## src/rtl/clocked_reset_gen.sv

```systemverilog
// Generated active-low DUT reset with hold/settle sequencing, run qualification and cycle count.
// Optional watchdog enabled by defining CLOCKED_RESET_GEN_WATCHDOG_EN.
module clocked_reset_gen #(
    parameter int HOLD_CYCLES    = 4,
    parameter int SETTLE_CYCLES  = 2,
    parameter int CNT_W          = 32,
    parameter int TIMEOUT_CYCLES = 1000
) (
    input  logic             i_clk,
    input  logic             i_rst,
    input  logic             i_sw_rst,
    input  logic             i_done,
    output logic             o_rst,
    output logic             o_rst_fall,
    output logic             o_rst_rise,
    output logic             o_running,
    output logic [CNT_W-1:0] o_cycle,
    output logic             o_timeout
);

    typedef enum logic [2:0] {
        ST_HOLD,
        ST_SETTLE,
        ST_RUN,
`ifdef CLOCKED_RESET_GEN_WATCHDOG_EN
        ST_TIMEOUT,
`endif
        ST_DONE
    } state_e;

    localparam logic [31:0] HOLD_LAST   = 32'(HOLD_CYCLES - 1);
    localparam logic [31:0] SETTLE_LAST = 32'(SETTLE_CYCLES - 1);

    // Elaboration-time guard against illegal configurations.
    if (HOLD_CYCLES < 1 || TIMEOUT_CYCLES < 1) begin : g_cfg_check
        $error("clocked_reset_gen: HOLD_CYCLES and TIMEOUT_CYCLES must be >= 1");
    end

    function automatic logic [CNT_W-1:0] sat_inc(input logic [CNT_W-1:0] v);
        return (&v) ? v : v + CNT_W'(1);
    endfunction

    state_e           state_q;
    logic [31:0]      hold_q;
    logic [31:0]      settle_q;
    logic             rst_q;
    logic             fall_q;
    logic             rise_q;
    logic             running_q;
    logic [CNT_W-1:0] cycle_q;
    logic [CNT_W-1:0] cycle_d;

    assign cycle_d = sat_inc(cycle_q);

`ifdef CLOCKED_RESET_GEN_WATCHDOG_EN
    localparam logic [CNT_W-1:0] TIMEOUT_C = CNT_W'(TIMEOUT_CYCLES);
    logic timeout_q;
    assign o_timeout = timeout_q;
`else
    assign o_timeout = 1'b0;
`endif

    always_ff @(posedge i_clk or negedge i_rst) begin
        if (!i_rst) begin
            state_q   <= ST_HOLD;
            hold_q    <= '0;
            settle_q  <= '0;
            rst_q     <= 1'b0;
            fall_q    <= 1'b0;
            rise_q    <= 1'b0;
            running_q <= 1'b0;
            cycle_q   <= '0;
`ifdef CLOCKED_RESET_GEN_WATCHDOG_EN
            timeout_q <= 1'b0;
`endif
        end else begin
            fall_q <= 1'b0;
            rise_q <= 1'b0;
            // Soft reset outranks everything except an active hold, which it cannot restart.
            if (i_sw_rst && state_q != ST_HOLD) begin
                state_q   <= ST_HOLD;
                hold_q    <= '0;
                rst_q     <= 1'b0;
                fall_q    <= 1'b1;
                running_q <= 1'b0;
                cycle_q   <= '0;
`ifdef CLOCKED_RESET_GEN_WATCHDOG_EN
                timeout_q <= 1'b0;
`endif
            end else begin
                case (state_q)
                    ST_HOLD: begin
                        if (hold_q == HOLD_LAST) begin
                            hold_q   <= '0;
                            settle_q <= '0;
                            rst_q    <= 1'b1;
                            rise_q   <= 1'b1;
                            cycle_q  <= '0;
                            if (SETTLE_CYCLES == 0) begin
                                state_q   <= ST_RUN;
                                running_q <= 1'b1;
                            end else begin
                                state_q <= ST_SETTLE;
                            end
                        end else begin
                            hold_q <= hold_q + 32'd1;
                        end
                    end
                    ST_SETTLE: begin
                        if (settle_q == SETTLE_LAST) begin
                            state_q   <= ST_RUN;
                            running_q <= 1'b1;
                            cycle_q   <= '0;
                        end else begin
                            settle_q <= settle_q + 32'd1;
                        end
                    end
                    ST_RUN: begin
                        cycle_q <= cycle_d;
                        if (i_done) begin
                            state_q   <= ST_DONE;
                            running_q <= 1'b0;
                        end
`ifdef CLOCKED_RESET_GEN_WATCHDOG_EN
                        else if (cycle_d == TIMEOUT_C) begin
                            state_q   <= ST_TIMEOUT;
                            running_q <= 1'b0;
                            timeout_q <= 1'b1;
                        end
`endif
                    end
                    default: begin
                    end
                endcase
            end
        end
    end

    assign o_rst      = rst_q;
    assign o_rst_fall = fall_q;
    assign o_rst_rise = rise_q;
    assign o_running  = running_q;
    assign o_cycle    = cycle_q;

endmodule

```

## config.mk

```make
export PLATFORM = sky130hd
export DESIGN_NAME = clocked_reset_gen
export DESIGN_NICKNAME = d
export VERILOG_FILES = /design/src/rtl/clocked_reset_gen.sv
export SDC_FILE = /design/constraint.sdc
export NUM_CORES = 1
export LEC_CHECK = 0
export BUFFER_PORTS_ARGS = -buffer_cell sky130_fd_sc_hd__buf_2
export CORE_ASPECT_RATIO = 0.8
export CORE_UTILIZATION = 26
export CTS_CLUSTER_SIZE = 16
export DETAILED_ROUTE_END_ITERATION = 10
export GPL_TIMING_DRIVEN = 1
export PLACE_DENSITY = 0.5
export SYNTH_ARGS = -nofsm -noshare
export SYNTH_HDL_FRONTEND = slang
export SYNTH_SLANG_ARGS = --single-unit
export TNS_END_PERCENT = 100
```

## constraint.sdc

```tcl
create_clock -name i_clk -period 2.2 [get_ports i_clk]
set_input_delay 0.44 -clock i_clk [delete_from_list [all_inputs] [get_ports i_clk]]
set_output_delay 0.44 -clock i_clk [all_outputs]
set_load 0.02 [all_outputs]
```

==> results.md <==
* Placement Setup Slack at -0.260 ns
* Worst EP arrival at between 2 and 3 ns
* Number of H-tree levels at 3
* Clk sinks at between 100 and 150
* Commonest non-fill, non-tap cell in the layout: buf_4
* Core area at roughly 22000 um^2
* Die area at about 23000 um^2
* Layout Area Growth over Synthesis at 40.9%
* Violated checks: setup timing
* Top-area cell type share of the netlist area at 43.0%
* Reg power frac at between 20% and 30%
* Top_reg_cell synth: dfrtp_1
* Die Span Y at about 140 um
* Via-per-instance ratio at about 5.2
* Synth warnings at 0
* Syn Nets at a little under 700
* Cell taking the most area after synthesis: dfrtp_1
* Layout cells sized above 1 at 33.6%
* Global route overflow at 0
* Leakage at roughly 3.7 nW
* Commonest cells after routing, fill and taps aside: buf_4, dfrtp_1, nand2_1, o21ai_0
* Fin Clk Skew at around 0.017 ns
* Fin area at ~8400 um^2
* Clk_lat worst skew at around 0.37 ns
* Post-detailed-route count of antenna-violating nets at 0
* Cell row count at between 40 and 50
* WP data required at 2.49 ns
* Synth area leaders: dfrtp_1, o21ai_0, nand2_1
* PortBufs at 39
* # nets final at 844
* CP Capture Type: flop
* Post-synth ARST share at 100%
* Initial antenna violation count at 0
* First-pass GRT wire length at roughly 28 mm
* CP Launch Type: flop
* Initial core utilization at about a quarter
* Final worst path period need at 2.30 ns
* CTS Root Cell: clkbuf_16
* Final setup vio count at 36
* Hold slack at a little under 0.07 ns
* Critical-path maximum fanout at 8
* Setup TNS at -1.54 ns
* Syn_area_per_cell at between 8 and 9 um^2
* Largest net degree at the start of global routing at between 40 and 50
* Total GRT Usage at between 10% and 20%
* DRT Pass-1 Iters at 5
* Routed length per placed instance at 16.0 um
* # IOs at between 40 and 50
* Initial DRC count at approximately 300
* Vias at about 6000
* Non-Filler Instances at 1143
* WL final at 18.3 mm
* Critical-path cell list: nor4_2, buf_4, nand4_1, buf_6, o22a_4, a2111oi_4, buf_4, clkbuf_16, a31oi_1, a31oi_1
* Crit Path Class: reg -> reg
* Clk pwr share at about 25%
* CTS buffer count at 9
* Hpwl dp at roughly 12 mm
* Register area share after synthesis at 43.0%
* Count of cell types in the netlist at 62
* Die width at between 150 and 200 um
* EDFF count, synth at 0
* P_int at between 4 and 5 mW
* Switching part of the total at 38.8%
* Final Max Tran Viols at 0
* Post-layout power at between 6 and 7 mW
* Power Density at between 800 and 900 nW/um^2
* Multi-input gate area at 3600 um^2
* Fmax at 434 MHz
* Critical path's top delay family: compound AO/OA/AOI/OAI gates
* Status: finished, violations left
* CTS tree: done
* Comb power frac at about 46%
* Max_cap viols at 0
* Reg area at 2550 um^2
* Crit path buffers/inverters at 4
* Slew margin rel. at between 50 and 60%
* Final hold vios at 0
* Worst setup margin at -0.105 ns
* Worst-Margin Slew at roughly 0.7 ns
* RSZ-0062 raised after global routing: yes
* DRC at 0
* Max rail drop VDD at between 400 and 500 uV
* Worst-case clock buffer depth at 2
* Seq cells post-synth at slightly above 100
* Crit path largest cell delay at ~0.39 ns
* Final core occ at between 30 and 40%
* Switching pwr at between 2 and 3 mW
* Critical-path top delay cell: dfrtp_1
* Tcrit/Tclk final at 105%
* Synth Cell Area at between 5000 and 6000 um^2
* Antenna cells at 0
* Post-DP Area at ~7300 um^2
* Vias in the first global route at 5385
* Layout fillers at between 2000 and 2500
* Worst Hold Class: in -> async
* Post-Syn Instances at 680
* Clock Pin Slew Worst Setup and Hold Paths at roughly 0.080 ns
* Cells after DPL at 1108
* Routability cong. at a little under 0.8
cell type report:
type	instances	share of cell area [%]
clock buffers	9	2.69
clock inverters	6	1.03
inverters	16	0.719
multi-input cells	525	43.1
flip-flops and latches	102	30.6
well taps	306	4.58
repair buffers	179	17.3
flip-flops by register name (all words and copies together) (netlist names):
signal and count:
state_q 2, o_rst_fall 1, o_running 1, o_rst_rise 1
o_rst 1, hold_q 32, o_cycle 32, settle_q 32
synth_stat cells (2+ instances only):
library cell / instances
o21a_1: 12
a221o_1: 2
o22ai_1: 3
or3_1: 3
nor2b_1: 3
a41oi_1: 9
and2_1: 11
ha_1: 7
nor2_1: 35
nor4_2: 2
nor4_4: 3
nand4_1: 27
buf_4: 4
nand2b_1: 3
a31oi_1: 38
mux2_2: 2
o41ai_1: 7
dfrtp_1: 102
nor3_1: 15
o21ai_0: 61
buf_6: 2
and4_1: 3
clkbuf_1: 23
a21o_1: 10
o21ai_1: 28
nand3_1: 35
a21bo_2: 2
buf_2: 7
and3_1: 29
a21oi_1: 42
nand2_1: 70
nor4_1: 17
inv_1: 16
o31ai_1: 19
per-layer routing:
metal  share of wire (%)  track usage, %  wire length [um]  vias to the layer above
li1                    -               -                 -                     2901
met1                  52            22.3              9460                     2875
met2                  42            22.2              7720                      135
met3                 4.3            3.27               789                       21
met4                 1.7            4.56               320                        0
met5                   0               0                 0                        -
power groups by stage:
| stage | registers [mW] | clock network, mW | logic (mW) |
|---|---|---|---|
| 6_report | 2.06 | 1.75 | 3.18 |
| 5_1_grt | 2.07 | 1.86 | 3.46 |
| 4_1_cts | 2.05 | 1.80 | 2.50 |
| 3_5_place_dp | 2.08 | 0 | 2.44 |
| 3_3_place_gp | 2.08 | 0 | 2.44 |
| 2_1_floorplan | 2.14 | 0 | 1.47 |
final timing paths:
| check | start | endpoint | depth (start not counted) | slack [ns] |
|---|---|---|---|---|
| max in group asynchronous | i_rst | settle_q[0] | 2 | 1.40 |
| min | i_rst | o_cycle[13] | 1 | 0.07 |
| min in group i_clk | i_sw_rst | state_q[0] | 4 | 0.49 |
| min reg2reg | o_rst | o_rst | 2 | 0.50 |
| max reg2reg | hold_q[20] | o_cycle[24] | 10 | -0.10 |
| max | hold_q[20] | o_cycle[24] | 10 | -0.10 |
cell families after synthesis:
kind of cell	synth area share, %
AO/OA/AOI/OAI	26.2
adder cells (fa/ha/maj)	1.48
buffers and inverters	4.01
flip-flops	43.0
multiplexers	0.548
other	0.0632
AND/OR/NAND/NOR	24.7
repair_timing:
item,CTS,global route
resized for setup,12,103
setup buffers,1,11
hold buffers,0,0
endpoints found under the setup margin,55,90
gates cloned,0,8
pin swaps,2,30
worst register-to-register path, stage by stage, from the launching register on:
cell and delay, ns:
dfrtp_1 0.39, nor4_2 0.27, buf_4 0.15, nand4_1 0.12
buf_6 0.17, o22a_4 0.26, a2111oi_4 0.29, buf_4 0.21
clkbuf_16 0.15, a31oi_1 0.08, a31oi_1 0.13
Power figures use the tool's default switching activity.
